<file path="config.mk">
export PLATFORM = sky130hd
export DESIGN_NAME = store_unit
export DESIGN_NICKNAME = d
export VERILOG_FILES = /design/src/rtl/mem_pkg.sv /design/src/rtl/store_lane_gen.sv /design/src/rtl/store_unit.sv
export SDC_FILE = /design/constraint.sdc
export NUM_CORES = 1
export LEC_CHECK = 0
export BUFFER_PORTS_ARGS = -buffer_cell sky130_fd_sc_hd__buf_2
export CORE_ASPECT_RATIO = 1.1
export CORE_MARGIN = 10
export CORE_UTILIZATION = 40
export DETAILED_ROUTE_END_ITERATION = 8
export PLACE_DENSITY = 0.76
export SETUP_SLACK_MARGIN = 0.3
export SLEW_MARGIN = 20
export SYNTH_ARGS = -nofsm -noshare
export SYNTH_HDL_FRONTEND = slang
export SYNTH_SLANG_ARGS = --single-unit
</file>
<file path="constraint.sdc">
create_clock -name clk -period 2 [get_ports clk]
set_clock_uncertainty 0.1 [all_clocks]
set_input_delay 0.2 -clock clk [delete_from_list [all_inputs] [get_ports clk]]
set_output_delay 0.2 -clock clk [all_outputs]
set_load 0.02 [all_outputs]
</file>
<file path="src/rtl/mem_pkg.sv">
// rtl/mem_pkg.sv - size encodings, store FSM states and byte-enable mask helper
package mem_pkg;

    localparam logic [1:0] SIZE_BYTE = 2'b00;
    localparam logic [1:0] SIZE_HALF = 2'b01;
    localparam logic [1:0] SIZE_WORD = 2'b10;

    typedef enum logic [2:0] {
        IDLE   = 3'd0,
        READ   = 3'd1,
        RDWAIT = 3'd2,
        WRITE  = 3'd3,
        RESP   = 3'd4
    } state_t;

    // Expand a 4-bit byte enable into a 32-bit bit mask.
    function automatic logic [31:0] be_to_mask(input logic [3:0] be);
        logic [31:0] mask;
        for (int i = 0; i < 4; i++) begin
            mask[8*i +: 8] = {8{be[i]}};
        end
        return mask;
    endfunction

endpackage

</file>
<file path="src/rtl/store_lane_gen.sv">
// rtl/store_lane_gen.sv - lane placement, byte enables and alignment check for SB/SH/SW
module store_lane_gen
    import mem_pkg::*;
#(
    parameter bit BIG_ENDIAN = 1'b0
) (
    input  logic [1:0]  addr,
    input  logic [1:0]  size,
    input  logic [31:0] data,
    output logic [31:0] lanes,
    output logic [3:0]  be,
    output logic        misaligned
);

    logic [1:0] byte_lane;
    logic       half_hi;

    always_comb begin
        byte_lane  = BIG_ENDIAN ? (2'd3 - addr) : addr;
        half_hi    = BIG_ENDIAN ? ~addr[1] : addr[1];
        lanes      = data;
        be         = 4'b1111;
        misaligned = 1'b0;
        case (size)
            SIZE_BYTE: begin
                lanes = {4{data[7:0]}};
                be    = 4'b0001 << byte_lane;
            end
            SIZE_HALF: begin
                lanes      = {2{data[15:0]}};
                be         = 4'b0011 << {half_hi, 1'b0};
                misaligned = addr[0];
            end
            SIZE_WORD: begin
                misaligned = (addr != 2'b00);
            end
            default: begin
                be         = 4'b0000;
                misaligned = 1'b1;
            end
        endcase
    end

endmodule

</file>
<file path="src/rtl/store_unit.sv">
// rtl/store_unit.sv - MEM-stage store path with memory handshake; STORE_RMW_EN selects read-modify-write for memories without byte enables
module store_unit
    import mem_pkg::*;
#(
    parameter int ADDR_W     = 32,
    parameter bit BIG_ENDIAN = 1'b0
) (
    input  logic              clk,
    input  logic              reset,
    input  logic              req_valid,
    output logic              req_ready,
    input  logic [ADDR_W-1:0] req_addr,
    input  logic [1:0]        req_size,
    input  logic [31:0]       req_data,
    output logic              mem_valid,
    input  logic              mem_ready,
    output logic              mem_we,
    output logic [ADDR_W-1:0] mem_addr,
    output logic [31:0]       mem_wdata,
    output logic [3:0]        mem_be,
    input  logic [31:0]       mem_rdata,
    input  logic              mem_rvalid,
    output logic              done,
    output logic              misalign
);

    state_t            state;
    state_t            state_next;
    state_t            first_access;
    logic              accept;
    logic [31:0]       lanes;
    logic [3:0]        be;
    logic              misaligned;
    logic              rsp_mis;
    logic [ADDR_W-1:0] addr_q;
    logic [31:0]       wdata_q;
    logic [3:0]        be_q;

    store_lane_gen #(
        .BIG_ENDIAN(BIG_ENDIAN)
    ) u_lane_gen (
        .addr      (req_addr[1:0]),
        .size      (req_size),
        .data      (req_data),
        .lanes     (lanes),
        .be        (be),
        .misaligned(misaligned)
    );

    assign accept = req_valid && req_ready;

`ifdef STORE_RMW_EN
    // Full-word stores need no merge, so they bypass the read phase.
    assign first_access = (req_size == SIZE_WORD) ? WRITE : READ;
`else
    assign first_access = WRITE;
    logic unused_rmw;
    assign unused_rmw = ^{mem_rdata, mem_rvalid};
`endif

    always_ff @(posedge clk) begin
        if (reset) begin
            state <= IDLE;
        end else begin
            state <= state_next;
        end
    end

    always_comb begin
        state_next = state;
        unique case (state)
            IDLE, RESP: begin
                if (accept) begin
                    state_next = misaligned ? RESP : first_access;
                end else begin
                    state_next = IDLE;
                end
            end
`ifdef STORE_RMW_EN
            READ: begin
                if (mem_ready) state_next = RDWAIT;
            end
            RDWAIT: begin
                if (mem_rvalid) state_next = WRITE;
            end
`endif
            WRITE: begin
                if (mem_ready) state_next = RESP;
            end
            default: state_next = IDLE;
        endcase
    end

    // Request fields are captured at accept so the core may move on immediately.
    always_ff @(posedge clk) begin
        if (reset) begin
            addr_q  <= '0;
            wdata_q <= '0;
            be_q    <= '0;
            rsp_mis <= 1'b0;
        end else if (accept) begin
            rsp_mis <= misaligned;
            if (!misaligned) begin
                addr_q  <= {req_addr[ADDR_W-1:2], 2'b00};
                wdata_q <= lanes;
                be_q    <= be;
            end
        end
`ifdef STORE_RMW_EN
        else if (state == RDWAIT && mem_rvalid) begin
            wdata_q <= (mem_rdata & ~be_to_mask(be_q)) | (wdata_q & be_to_mask(be_q));
        end
`endif
    end

    always_comb begin
        req_ready = !reset && (state == IDLE || state == RESP);
        mem_valid = (state == WRITE) || (state == READ);
        mem_we    = (state == WRITE);
        mem_addr  = addr_q;
        mem_wdata = wdata_q;
`ifdef STORE_RMW_EN
        mem_be    = (state == WRITE) ? 4'b1111 : be_q;
`else
        mem_be    = be_q;
`endif
        done      = (state == RESP) && !rsp_mis;
        misalign  = (state == RESP) && rsp_mis;
    end

endmodule

</file>
-- After elaboration in Yosys (flattened, before gate mapping)
Cells that the tools add are included.
- eq/ne operators: 6
- shift operators: 2
- muxes and demuxes: 7
- bitwise logic cells: 1
- reductions and logical operators: 13
- operator list (operator ; count):
    32-bit case mux with 2 select lines ; 1
    4-bit case mux with 3 select lines ; 1
    3-bit 2-to-1 mux ; 3
    3-bit case mux with 2 select lines ; 1
    1-bit logical AND ; 4
    1-bit by 2-bit left shift with 4-bit output (first input constant) ; 1
    2-bit by 2-bit left shift with 4-bit output (first input constant) ; 1
    3-bit by 1-bit == test with 1-bit output (second input constant) ; 1
    3-bit by 2-bit == test with 1-bit output (second input constant) ; 1
    3-bit == test (second input constant) ; 1
    3-bit zero test ; 1
    1-bit case mux with 3 select lines ; 1
    2-bit by 1-bit == test with 1-bit output (second input constant) ; 1
    2-bit == test (second input constant) ; 1
    1-bit zero test ; 2
    2-bit zero test ; 1
    1-bit logical OR ; 2
    2-bit inequality test (second input constant) ; 1
    2-bit AND reduction ; 1
    2-bit nonzero test ; 1
    2-bit OR reduction ; 1
    1-bit inverter ; 1
- register bits: 70

-- Depth between registers and ports, before layout
- word-level depth: 6
- gate-level depth with buffers: 8

-- Hierarchy
A second synthesis with hierarchy kept.
- cell total of the unflattened synthesis: 377
- area, all modules: 3031.7 um2
- modules (own cells, without submodules) (module ; instances ; cells each ; area each (um2) ; sequential area each (um2)):
    store_unit ; 1 ; 308 ; 2457.4 ; 1381.3
    store_lane_gen ; 1 ; 69 ; 574.3 ; 0.0

-- Least setup slack after synthesis
No wires, ideal clock.
- path kind: input to register
- from: in reset
- to: reg wdata_q[16], in the netlist mem_wdata[16]
- data arrival time: 1.423 ns
- path slack: 0.391 ns
- stages: 7
- cell sequence: clkbuf_1 nor2_2 o311a_1 buf_2 buf_2 nor2_1 a211oi_1
- word-level cells in the longest chain between the ends: 4
- RTL lines (element ; line ; text):
    start, declared ; store_unit.sv:9 ; input logic reset,
    1-bit zero test ; store_unit.sv:117 ; req_ready = !reset && (state == IDLE || state == RESP);
    1-bit logical AND ; store_unit.sv:117 ;
    named net req_ready ; store_unit.sv:11 ; output logic req_ready,
    1-bit logical AND ; store_unit.sv:50 ; assign accept = req_valid && req_ready;
    2-bit AND reduction (no line) ; -- ;
    end signal, assigned ; store_unit.sv:105 ; wdata_q <= lanes;
    end, declared ; store_unit.sv:36 ; logic [31:0] wdata_q;
The timed path passes the listed nets, and every way through them passes these cells.
A chain may end at the register's enable or synchronous reset.

-- Final worst setup path
- from: reg state[1]
- to: reg wdata_q[14], in the netlist mem_wdata[14]
- word-level cells in the longest chain between the ends: 5
- RTL lines (element ; line ; text):
    start, declared ; store_unit.sv:27 ; state_t state;
    start signal, assigned ; store_unit.sv:65 ; state <= state_next;
    3-bit == test / 3-bit zero test (equally long branches) ; store_unit.sv:117 ;
    1-bit logical OR (*) ; store_unit.sv:117 ;
    1-bit logical AND (*) ; store_unit.sv:117 ;
    1-bit logical AND (*) ; store_unit.sv:50 ;
    2-bit AND reduction (no line) (*) ; -- ;
Mark *: on every way between the ends. The rest lies on a longest branch, timed or not.

==> impl_metrics.toml <==
[outcome]
status = "completed"

[sta]
tightestPinTransition_ps = 568
whs_ps = 12.8
post-route-period-util = 0.810
layout_min_cycle_time_ps = 1620
rsz0062_at_grt = "true"
tns_ps = 0
setup_viol = 0
maxSlewViolCount = 0
hold_viol = 0
fmax_ghz = 0.617
max-slew-margin-rel = 0.621

[power_and_ir_drop]
power_density_mw_per_mm2 = 811
max-vdd-ir-drop_uv = 468
p_sw_frac = 0.254
power_frac_comb = 0.153
p_leak_nw = 1.82
p_int_mw = 2.40
seqPwrFrac = 0.455
clkPwrFrac = 0.392
p_sw_mw = 0.818
p_total_mw = 3.22

[critical_path]
regToRegSetupSlack_ps = 380
critPathKind = "reg2reg"
crit_start = "state[1]"
crit_path_end_kind = "flip-flop"
worstPathMaxFanout = 44
startpoint_type = "flip-flop"
crit_end = "mem_wdata[14]"
crit_arrival_ps = 1750
rr_startpoint = "state[1]"
r2r_cells = 5
cp.required_ps = 2130
regToRegEndpoint = "mem_wdata[14]"

[clock_network]
clockBufferDepth = 2
htree_levels = 3
postCtsSetupBuffers = 0
cts.clk_slew.worst_paths_ps = 70
insertion_delay_ps = 330
cts_buffers = 9
cts_tree = "yes"
cts_sinks = 69
cts-root-buf = "clkbuf_8"

[route]
firstDrtPassIters = 4
routed_wl_mm = 8.79
ant_nets = 0
wl_per_cell_um = 14.9
drtIter0Drc = 87
routed_via_density = 4.84
drcViolationCount = 0
vias = 2860

[synth]
synthArstFlopShare = 0
synth_top_area_frac = 0.487
avgSynthCellArea_sq_um = 7.97
syn_area_sq_mm = 0.00284
synth_edf_count = 0
synth_area_leaders = "dfxtp_1 (49%), nand2_1 (15%), a21oi_1 (8.8%), mux2i_1 (5.6%), o21ai_0 (4.2%)"
yosys_warnings = 0
synth_cells = 356
ys_seq_elements = 69
yosysTopAreaCell = "dfxtp_1"
seq_area_frac_synth = 0.487
synthDistinctLibCells = 25
ys.flop_type = "dfxtp_1"

[floorplanning]
ios = 176
die-area_sq_mm = 0.0109
core-area_sq_mm = 0.00697
die_h_um = 108
dieWidth_um = 100
rows = 32
initial_core_util = 0.408

[min_path]
hold_path.class = "in2reg"

[grt]
grt_overflow = 0
antenna_found_initial = 0
grt_usage = 0.154
grt_pass1_wl_mm = 13.7
grt_pass1_vias = 2792
grt_start_max_net_pins = 56

[layout]
antenna-diode-count = 0
layout_common_cells = "buf_2 (140), nand2_1 (111), dfxtp_1 (69)"
layout_commonest_cell = "buf_2"
nNetsFinal = 604
area_delta_synth_final_pct = 39.7
layout-drive-gt1-share = 0.332

[place]
gp_congestion = 0.765
numPortBuffers = 140
hpwl_mm = 6.51

[flow_run]
maxCapViolations = 0
stage by stage:
stage	worst slack, ps	util	std cells	instance area (sq um)
detailed placement	205	0.513	560	3580
finish	379	0.569	591	3970
global route	279	0.569	591	3970
global placement	296	0.513	560	3580
CTS	377	0.568	590	3960
floorplan	391	-	357	2840
layout make-up:
type / count / area (sq um)
multi-input cells: 255 / 1310
flip-flops and latches: 69 / 1380
repair buffers: 165 / 938
clock inverters: 4 / 70.1
inverters: 1 / 3.75
well taps: 85 / 106
fillers: 676 / 3000
clock buffers: 12 / 155
worst min path at each step:
| stage | from | end | slack, ps | depth (start not counted) |
|---|---|---|---|---|
| after global placement | mem_addr[12] | mem_addr[12] | 340 | 2 |
| after detailed placement | mem_addr[12] | mem_addr[12] | 340 | 2 |
| after global routing | req_addr[14] | mem_addr[14] | 5 | 3 |
| after floorplan | req_addr[10] | mem_addr[10] | 240 | 2 |
| final | req_addr[22] | mem_addr[22] | 10 | 3 |
| after CTS | req_addr[12] | mem_addr[12] | 0.7 | 3 |
flip-flops by register name, indices dropped and copies added, names as in the netlist:
signal     flops
mem_addr      30
mem_be         4
mem_wdata     32
rsp_mis        1
state          2
cell usage after synthesis, drive strengths merged (2+ instances only):
cell type	n
a211oi	8
a21oi	50
a311oi	8
buf	19
clkbuf	13
dfxtp	69
mux2i	16
nand2	111
nand3b	5
nor2	21
nor2b	2
o21ai	24
power by group through the flow:
stage / clock [mW] / combinational, mW / sequential [mW]
floorplan: 0 / 0.210 / 1.57
global placement: 0 / 0.460 / 1.49
detailed placement: 0 / 0.470 / 1.50
CTS: 1.29 / 0.495 / 1.46
global route: 1.36 / 0.545 / 1.47
finish: 1.26 / 0.493 / 1.46
repair_timing:
| action | in CTS | in global routing |
|---|---|---|
| hold buffers | 14 | 1 |
| resized for setup | 2 | 0 |
| endpoints found under the hold margin | 14 | 1 |
| endpoints found under the setup margin | 9 | 3 |
logic make-up after synthesis:
family / Yosys count / synth area share
flip-flops: 69 / 0.487
AND/OR/NAND/NOR: 144 / 0.205
multiplexers: 16 / 0.0564
buffers and inverters: 33 / 0.0586
AO/OA/AOI/OAI: 93 / 0.192
other: 1 / 0.00132
critical path: stages (launching register included):
cell	delay, ps
dfxtp_1	370
nor2_4	200
o311a_4	310
buf_12	220
nor2_1	60
a311oi_1	260
routing by layer:
metal | share of wire | up-vias | global-route usage
met5 | 0 | - | 0
met2 | 0.45 | 103 | 0.231
met1 | 0.44 | 1268 | 0.188
met4 | 0.014 | 0 | 0.0475
met3 | 0.099 | 15 | 0.0759
li1 | - | 1474 | -
Power figures use the tool's default switching activity.
